### src/rtl/decoded_word_buffer_if.sv
// rtl/decoded_word_buffer_if.sv - word ingress strobe and head-of-FIFO handshake bundle
interface decoded_word_buffer_if #(
    parameter int DATA_W = 16
) ();
    logic [DATA_W-1:0] in_word;
    logic              in_valid;
    logic [DATA_W-1:0] out_word;
    logic              out_valid;
    logic              out_ready;

    modport master (
        output in_word,
        output in_valid,
        output out_ready,
        input  out_word,
        input  out_valid
    );

    modport slave (
        input  in_word,
        input  in_valid,
        input  out_ready,
        output out_word,
        output out_valid
    );
endinterface

### src/rtl/decoded_word_buffer.sv
// rtl/decoded_word_buffer.sv - FWFT buffer for decoded words with checksum, count and overflow
module decoded_word_buffer #(
    parameter int              DEPTH    = 4,
    parameter int              DATA_W   = 16,
    parameter logic [DATA_W-1:0] CHK_INIT = '0
) (
    input  logic                       clk,
    input  logic                       pon_rst_n_i,
    decoded_word_buffer_if.slave       bus,
    input  logic                       clear,
    output logic [$clog2(DEPTH):0]     fill_level,
    output logic                       overflow,
    output logic [DATA_W-1:0]          checksum,
    output logic [7:0]                 word_count
);
    localparam int PTR_W = $clog2(DEPTH);
    localparam int CNT_W = PTR_W + 1;
    localparam logic [CNT_W-1:0] FULL_LVL = CNT_W'(DEPTH);

    logic [DATA_W-1:0] mem [DEPTH];
    logic [PTR_W-1:0]  rd_ptr;
    logic [PTR_W-1:0]  wr_ptr;
    logic              out_valid;
    logic              pop;
    logic              push;
    logic              accept;

    assign out_valid     = (fill_level != '0);
    assign pop           = out_valid & bus.out_ready;
    assign push          = bus.in_valid & ((fill_level < FULL_LVL) | pop);
    assign accept        = push & ~clear;

    assign bus.out_valid = out_valid;
    // Head is masked while empty so the unreset memory never leaks out.
    assign bus.out_word  = out_valid ? mem[rd_ptr] : '0;

    always_ff @(posedge clk) begin
        if (accept) begin
            mem[wr_ptr] <= bus.in_word;
        end
    end

    always_ff @(posedge clk or negedge pon_rst_n_i) begin
        if (!pon_rst_n_i) begin
            rd_ptr     <= '0;
            wr_ptr     <= '0;
            fill_level <= '0;
            overflow   <= 1'b0;
            checksum   <= CHK_INIT;
            word_count <= '0;
        end else if (clear) begin
            rd_ptr     <= '0;
            wr_ptr     <= '0;
            fill_level <= '0;
            overflow   <= 1'b0;
            checksum   <= CHK_INIT;
            word_count <= '0;
        end else begin
            if (push) begin
                wr_ptr   <= wr_ptr + PTR_W'(1);
                checksum <= {checksum[DATA_W-2:0], checksum[DATA_W-1]} ^ bus.in_word;
                if (word_count != 8'hFF) begin
                    word_count <= word_count + 8'd1;
                end
            end
            if (pop) begin
                rd_ptr <= rd_ptr + PTR_W'(1);
            end
            if (push && !pop) begin
                fill_level <= fill_level + CNT_W'(1);
            end else if (pop && !push) begin
                fill_level <= fill_level - CNT_W'(1);
            end
            if (bus.in_valid && !push) begin
                overflow <= 1'b1;
            end
        end
    end
endmodule
### src/flat_wrapper.sv
// flat-port wrapper written by rule: the top's interface ports become plain ports
module decoded_word_buffer_flat 
#(
    parameter int              DEPTH    = 4,
    parameter int              DATA_W   = 16,
    parameter logic [DATA_W-1:0] CHK_INIT = '0
)
  (clk, pon_rst_n_i, clear, fill_level, overflow, checksum, word_count, bus_in_word, bus_in_valid, bus_out_ready, bus_out_word, bus_out_valid);
  decoded_word_buffer_if #(.DATA_W(DATA_W)) bus_i ();
  input  logic clk;
  input  logic pon_rst_n_i;
  input  logic clear;
  output logic [$clog2(DEPTH):0] fill_level;
  output logic overflow;
  output logic [DATA_W-1:0] checksum;
  output logic [7:0] word_count;
  input wire logic [$bits(bus_i.in_word)-1:0] bus_in_word;
  input wire logic [$bits(bus_i.in_valid)-1:0] bus_in_valid;
  input wire logic [$bits(bus_i.out_ready)-1:0] bus_out_ready;
  output wire logic [$bits(bus_i.out_word)-1:0] bus_out_word;
  output wire logic [$bits(bus_i.out_valid)-1:0] bus_out_valid;
  assign bus_i.in_word = bus_in_word;
  assign bus_i.in_valid = bus_in_valid;
  assign bus_i.out_ready = bus_out_ready;
  assign bus_out_word = bus_i.out_word;
  assign bus_out_valid = bus_i.out_valid;
  decoded_word_buffer #(.DEPTH(DEPTH), .DATA_W(DATA_W), .CHK_INIT(CHK_INIT)) u_core (.clk(clk), .pon_rst_n_i(pon_rst_n_i), .bus(bus_i), .clear(clear), .fill_level(fill_level), .overflow(overflow), .checksum(checksum), .word_count(word_count));
endmodule
### config.mk
export PLATFORM = sky130hd
export DESIGN_NAME = decoded_word_buffer_flat
export DESIGN_NICKNAME = d
export VERILOG_FILES = /design/src/rtl/decoded_word_buffer_if.sv /design/src/rtl/decoded_word_buffer.sv /design/src/flat_wrapper.sv
export SDC_FILE = /design/constraint.sdc
export NUM_CORES = 1
export LEC_CHECK = 0
export ABC_AREA = 1
export CORE_UTILIZATION = 60
export DETAILED_ROUTE_END_ITERATION = 10
export DONT_BUFFER_PORTS = 1
export PLACE_DENSITY = 0.79
export SLEW_MARGIN = 20
export SYNTH_ARGS = -nofsm -noshare
export SYNTH_HDL_FRONTEND = slang
export SYNTH_SLANG_ARGS = --single-unit
export TNS_END_PERCENT = 10
### constraint.sdc
create_clock -name clk -period 2.75 [get_ports clk]
set_input_delay 0.275 -clock clk [delete_from_list [all_inputs] [get_ports clk]]
set_output_delay 0.275 -clock clk [all_outputs]
set_load 0.005 [all_outputs]
==> impl_metrics.yaml, run 1 <==
place:
  io_buffers: 0
  gp_congestion: 0.808
  hpwl_um: 5500
  placed_area_um2: 4310
worst_hold_path:
  holdPathStages: 3
  min_path_type: "input port to register"
critical_path:
  r2r_cells: 11
  max_stage_delay_ns: 0.77
  cp.arrival_ns: 1.96
  worst_path_max_delay_cell: "dfrtp_1"
  endpoint_kind: "output pin"
  critical_path_required_ns: 2.48
  path_cells: "inv_2, nor2_1, o21ai_0, a21oi_1"
  start_kind: "register"
  crit_type: "register to output pin"
  crit_fanout: 18
clocking:
  clockRootBuffer: "clkbuf_8"
  ctsResizeCount: 0
  cts_tree: "yes"
  cts_hold_buf: 18
  clk-insertion-delay-late_ns: 0.36
  cts_setup_buffers: 0
  clock_sinks: 96
  clk_pin_slew_ns: 0.09
  numCtsBuffers: 9
  cts-htree-levels: 3
  clk_path_buf_depth: 2
sta:
  min_period_ns: 2.24
  setup-tns-final_ns: 0
  period_share: 0.814
  rsz0062_at_grt: "false"
  maxSlewViolCount: 0
  worst_pin_slew_ns: 0.840
  fin_skew_ns: 0.00836
  fmax_mhz: 447
  hold_viol: 0
  relSlewSlack: 0.440
  finalSetupViolCount: 0
logic_synthesis:
  netlist.area_leader.share: 0.453
  synth_area_leaders: "edfxtp_1 (45%), dfrtp_1 (19%), nor2_1 (6.5%), o21ai_0 (4.4%), nand3_1 (3.8%)"
  syn_inst: 391
  yosysUniqueCellTypes: 30
  synthAdderAreaFrac: 0.0195
  synth-seq-cells: 96
  syn-num-nets: 418
  synth_mux_area_frac: 0
  syn_area_um2: 4240
  yosys.area_share.simple: 0.153
  synth.avg_cell_area_um2: 10.9
  seq_area_frac_synth: 0.642
  yosysTopAreaCell: "edfxtp_1"
  synth_compound_area_frac: 0.106
  synth-xor-area-share: 0.0351
  synth_top_family_by_area: "simple AND/OR/NAND/NOR gates"
  yosysWarnings: 0
routing:
  drc: 0
  wl_met1_um: 3850
  vias: 2818
  wirelength_um: 8780
  wl_met3_um: 490
  dr.pass1.iters: 4
  ant_nets: 0
  wl_met2_um: 4330
  first_iter_violations: 179
  viasPerCell: 5.53
  top_layer: "met4"
  wl_per_cell_um: 17.2
finish:
  antennaDiodeCount: 0
  nNetsFinal: 436
  drive_gt1_frac: 0.114
  design_area_um2: 4700
  synthToLayoutAreaGrowth_pct: 10.8
  fill_cells: 540
floorplan:
  die_h_um: 86.1
  io_pins: 66
  initial_utilization: 0.621
  placementRows: 30
  die-area_um2: 7410
  die_x_um: 86.1
  core_area_um2: 6830
grt:
  grtUsageTotal: 0.261
  overflow: 0
  grt_pass1_vias: 2794
  grt_pass1_wl_um: 14200
  grt_max_degree: 34
  grt_antenna_before_repair: 0
flow_run:
  drv_cap: 0
power_and_ir_drop:
  static-leakage-power_nw: 1.77
  power_density_nw_per_um2: 715
  peakVddDrop_v: 0.000528
outcome:
  status: "complete, no violations"
cells in the final DEF (no fill, tap or decap), types with 2 or more instances in the layout:
cell type / count
a21oi_1: 17
ha_1: 5
o21ai_0: 37
inv_2: 3
nor3_1: 3
buf_4: 7
nand3_1: 32
nand2_1: 32
inv_1: 21
xnor2_1: 16
edfxtp_1: 64
clkbuf_8: 10
nand2_2: 2
dlygate4sd3_1: 17
dfrtp_1: 32
nor2_1: 73
or2_2: 2
o21ai_2: 12
nand4_1: 4
o21ai_1: 10
final cells by class:
type	instances	area (um^2)	area share
Tap cell	96	120	0.0255
Inverter	24	90.1	0.0192
Timing Repair Buffer	25	243	0.0516
Clock inverter	5	36.3	0.00771
Clock buffer	11	163	0.0346
Sequential cell	96	2720	0.579
Multi-Input combinational cell	253	1330	0.283
kinds of logic (layout without fill, tap and decap cells):
kind of cell | count (synthesis) | count (layout)
AOI/OAI and AO/OA | 79 | 79
xor gates and xnor gates | 17 | 17
adders and majority gates | 6 | 6
buffers and inverters | 42 | 65
DFF | 96 | 96
and+or+nand+nor | 151 | 151
final timing paths:
kind | from | to | slack, ns
worst max register to register | u_core.fill_level[2] | u_core.fill_level[2] | 0.73
min in group asynchronous | pon_rst_n_i | u_core.word_count[7] | 0.35
worst max-delay path | u_core.rd_ptr[1] | bus_out_word[14] | 0.51
max in group asynchronous | pon_rst_n_i | u_core.checksum[7] | 2.24
worst min register to register | u_core.overflow | u_core.overflow | 0.54
worst min-delay path | clear | u_core.fill_level[0] | 0.05
sequential cells by signal (all words and copies together) (netlist names):
name               cells
u_core.overflow        1
u_core.fill_level      3
u_core.checksum       16
u_core.wr_ptr          2
u_core.mem            64
u_core.word_count      8
u_core.rd_ptr          2
synthesized netlist by cell type, drive strengths merged:
library cell / number
edfxtp: 64
nor3: 3
xor2: 1
inv: 24
a21oi: 18
ha: 5
or2: 2
o21bai: 1
buf: 8
nand4: 4
nand2: 35
xnor2: 16
nand3: 32
fa: 1
dfrtp: 32
o21a: 1
o21ai: 59
clkbuf: 10
nor2: 75
critical path, delay by kind of cell, from the launching register on:
| family | cells | cell delay [ns] |
|---|---|---|
| DFF | 1 | 0.77 |
| buffers and inverters | 1 | 0.31 |
| AOI/OAI and AO/OA | 2 | 0.34 |
| and+or+nand+nor | 1 | 0.18 |
metrics by stage:
step                      setup slack [ns]  hold slack [ns]  instances  utilization  total power (W)
after floorplan                      0.657          -0.0206        391            -          0.00230
after global placement               0.855          -0.0198        476        0.632          0.00242
after detailed placement             0.748          -0.0199        476        0.632          0.00245
after CTS                            0.504           0.0426        510        0.688          0.00338
after global routing                 0.301           0.0678        510        0.688          0.00355
final                                0.513           0.0544        510        0.688          0.00336
routing by layer:
metal | up-vias | global-route usage
li1 | 1372 | -
met1 | 1357 | 0.338
met2 | 77 | 0.425
met3 | 12 | 0.0808
met4 | 0 | 0.0788
met5 | - | 0
power breakdown:
group	leakage [nW]	switching [W]	internal, W
logic	0.662	0.000482	0.000233
registers	1.01	0.000102	0.00165
clock network	0.101	0.000489	0.000412
Power figures use the tool's default switching activity.
==> run 2, diff against run 1 <==
CORE_UTILIZATION = 57   (was 60)
PLACE_DENSITY = 0.78   (was 0.79)
clock period = 2 ns   (was 2.75 ns; I/O delays follow)
==> run 2 against run 1 <==
Compared with the run above:
- sequential share of layout area is 1.1 points lower
- flip-flop and latch count stayed put
- sequential power is 37% higher
- clock skew is 0.0042 ns higher
- non-clock buffer count is 6 higher
- largest power group unchanged
- highest routed layer unchanged
==> impl_metrics.yaml, run 2 (same netlist as run 1, synthesis figures left out) <==
place:
  placed_cells: 484
  placed_area_um2: 4370
  gp_congestion: 0.752
  hpwl_um: 5570
  io_buffers: 0
  dp_slack_ns: 0.120
sta:
  worst_pin_slew_ns: 0.499
  hold_slack_ns: 0.0228
  fin_skew_ns: 0.0125
  period_share: 0.916
  maxSlewViolCount: 0
  hold_viol: 0
  finalSetupViolCount: 0
  fmax_mhz: 546
  relSlewSlack: 0.667
  postLayoutSetupSlackWorst_ns: 0.168
  rsz0062_at_grt: "false"
  min_period_ns: 1.83
finish:
  largest_reg_flops: 64
  design_area_um2: 4790
  mostFrequentLayoutCell: "nor2_1"
  drive_gt1_frac: 0.124
  synthToLayoutAreaGrowth_pct: 12.9
  stdcell_count: 519
  antennaDiodeCount: 0
  nNetsFinal: 442
  layout_common_cells: "nor2_1 (73), edfxtp_1 (64), o21ai_0 (37)"
  top_register: "u_core.mem"
  reg.largest.list: "u_core.mem: 64 flops, u_core.checksum: 16 flops, u_core.word_count: 8 flops"
routing:
  first_iter_violations: 256
  wl_per_cell_um: 17.4
  wirelength_um: 9010
  drc: 0
  viasPerCell: 5.54
  vias: 2874
  dr.pass1.iters: 4
  ant_nets: 0
floorplan:
  core_area_um2: 7210
  die-area_um2: 7800
  io_pins: 66
  initial_utilization: 0.588
  placementRows: 31
  die_x_um: 88.3
  die_h_um: 88.3
clocking:
  clockRootBuffer: "clkbuf_8"
  clk_pin_slew_ns: 0.08
  numCtsBuffers: 9
  cts_tree: "yes"
  cts-htree-levels: 3
  clk_path_buf_depth: 2
  clk-insertion-delay-late_ns: 0.35
  clock_sinks: 96
power_and_ir_drop:
  static-leakage-power_nw: 1.81
  power.total_w: 0.00485
  power_density_nw_per_um2: 1010
  peakVddDrop_v: 0.000719
critical_path:
  crit_fanout: 6
  start_kind: "register"
  critical_path_required_ns: 2.24
  crit_type: "register to register"
  endpoint_kind: "register"
  cp.arrival_ns: 2.07
grt:
  grt_max_degree: 33
  grt_pass1_vias: 2898
  grtUsageTotal: 0.255
  grt_antenna_before_repair: 0
  grt_pass1_wl_um: 14600
  overflow: 0
outcome:
  status: "complete, no violations"
worst_hold_path:
  min_path_type: "input port to register"
flow_run:
  drv_cap: 0
## run 2: cell types whose count changed in the layout (fill, tap and decap cells not counted), sizes merged
| cell | change |
|---|---|
| clkbuf | +1 |
| dlygate4sd3 | +1 |
| clkinvlp | -1 |
| inv | -2 |
| buf | +5 |
| bufinv | +2 |
## run 2: timing repair
item / in CTS / in global routing
hold buffers: 19 / 0
setup buffers: 0 / 0
setup endpoints to repair: 0 / 1
hold endpoints to repair: 98 / 0
gates resized for setup: 0 / 3
## run 2: critical path, cell delays in order, from the launching register on
cell and delay [ns]:
dfrtp_2 0.44, inv_1 0.07, nand3_1 0.09, nand2_1 0.12, nand2_2 0.14, inv_1 0.07, fa_1 0.41, xor2_2 0.17
inv_1 0.05, nand2_1 0.05, nand3_1 0.06, nand2_1 0.06
## run 2: power breakdown
group / switching (W) / internal, W
Sequential: 0.000127 / 0.00227
Combinational: 0.000713 / 0.000382
Clock: 0.000628 / 0.000734
Total: 0.00147 / 0.00338
## run 2: layer usage
metal	up-vias	track usage	part of all wire
met5	-	0	0
met4	0	0.0865	0.016
met3	14	0.0709	0.077
met2	96	0.408	0.49
met1	1379	0.339	0.42
li1	1385	-	-
## run 2: area by class of cell
| cell class | count | area [um^2] |
|---|---|---|
| Tap cell | 99 | 124 |
| Clock buffer | 12 | 145 |
| Sequential cell | 96 | 2720 |
| Inverter | 24 | 90.1 |
| Timing Repair Buffer | 31 | 303 |
| Multi-Input combinational cell | 253 | 1340 |
| Clock inverter | 4 | 68.8 |
| Fill cell | 554 | 2420 |
## run 2: metrics by stage
stage,util,setup TNS (ns)
3_3_place_gp,0.605,0
2_1_floorplan,-,-5.92
6_report,0.664,0
3_5_place_dp,0.605,0
4_1_cts,0.663,0
5_1_grt,0.664,0
## run 2: worst paths after layout
| check | start | endpoint | slack [ns] | cells after the start |
|---|---|---|---|---|
| worst max-delay path | u_core.fill_level[2] | u_core.fill_level[2] | 0.17 | 11 |
| worst min-delay path | clear | u_core.word_count[1] | 0.02 | 3 |
| worst max register to register | u_core.fill_level[2] | u_core.fill_level[2] | 0.17 | 11 |
| worst min register to register | u_core.overflow | u_core.overflow | 0.53 | 1 |
| max in group asynchronous | pon_rst_n_i | u_core.fill_level[2] | 1.53 | 2 |
| min in group asynchronous | pon_rst_n_i | u_core.checksum[4] | 0.29 | 2 |
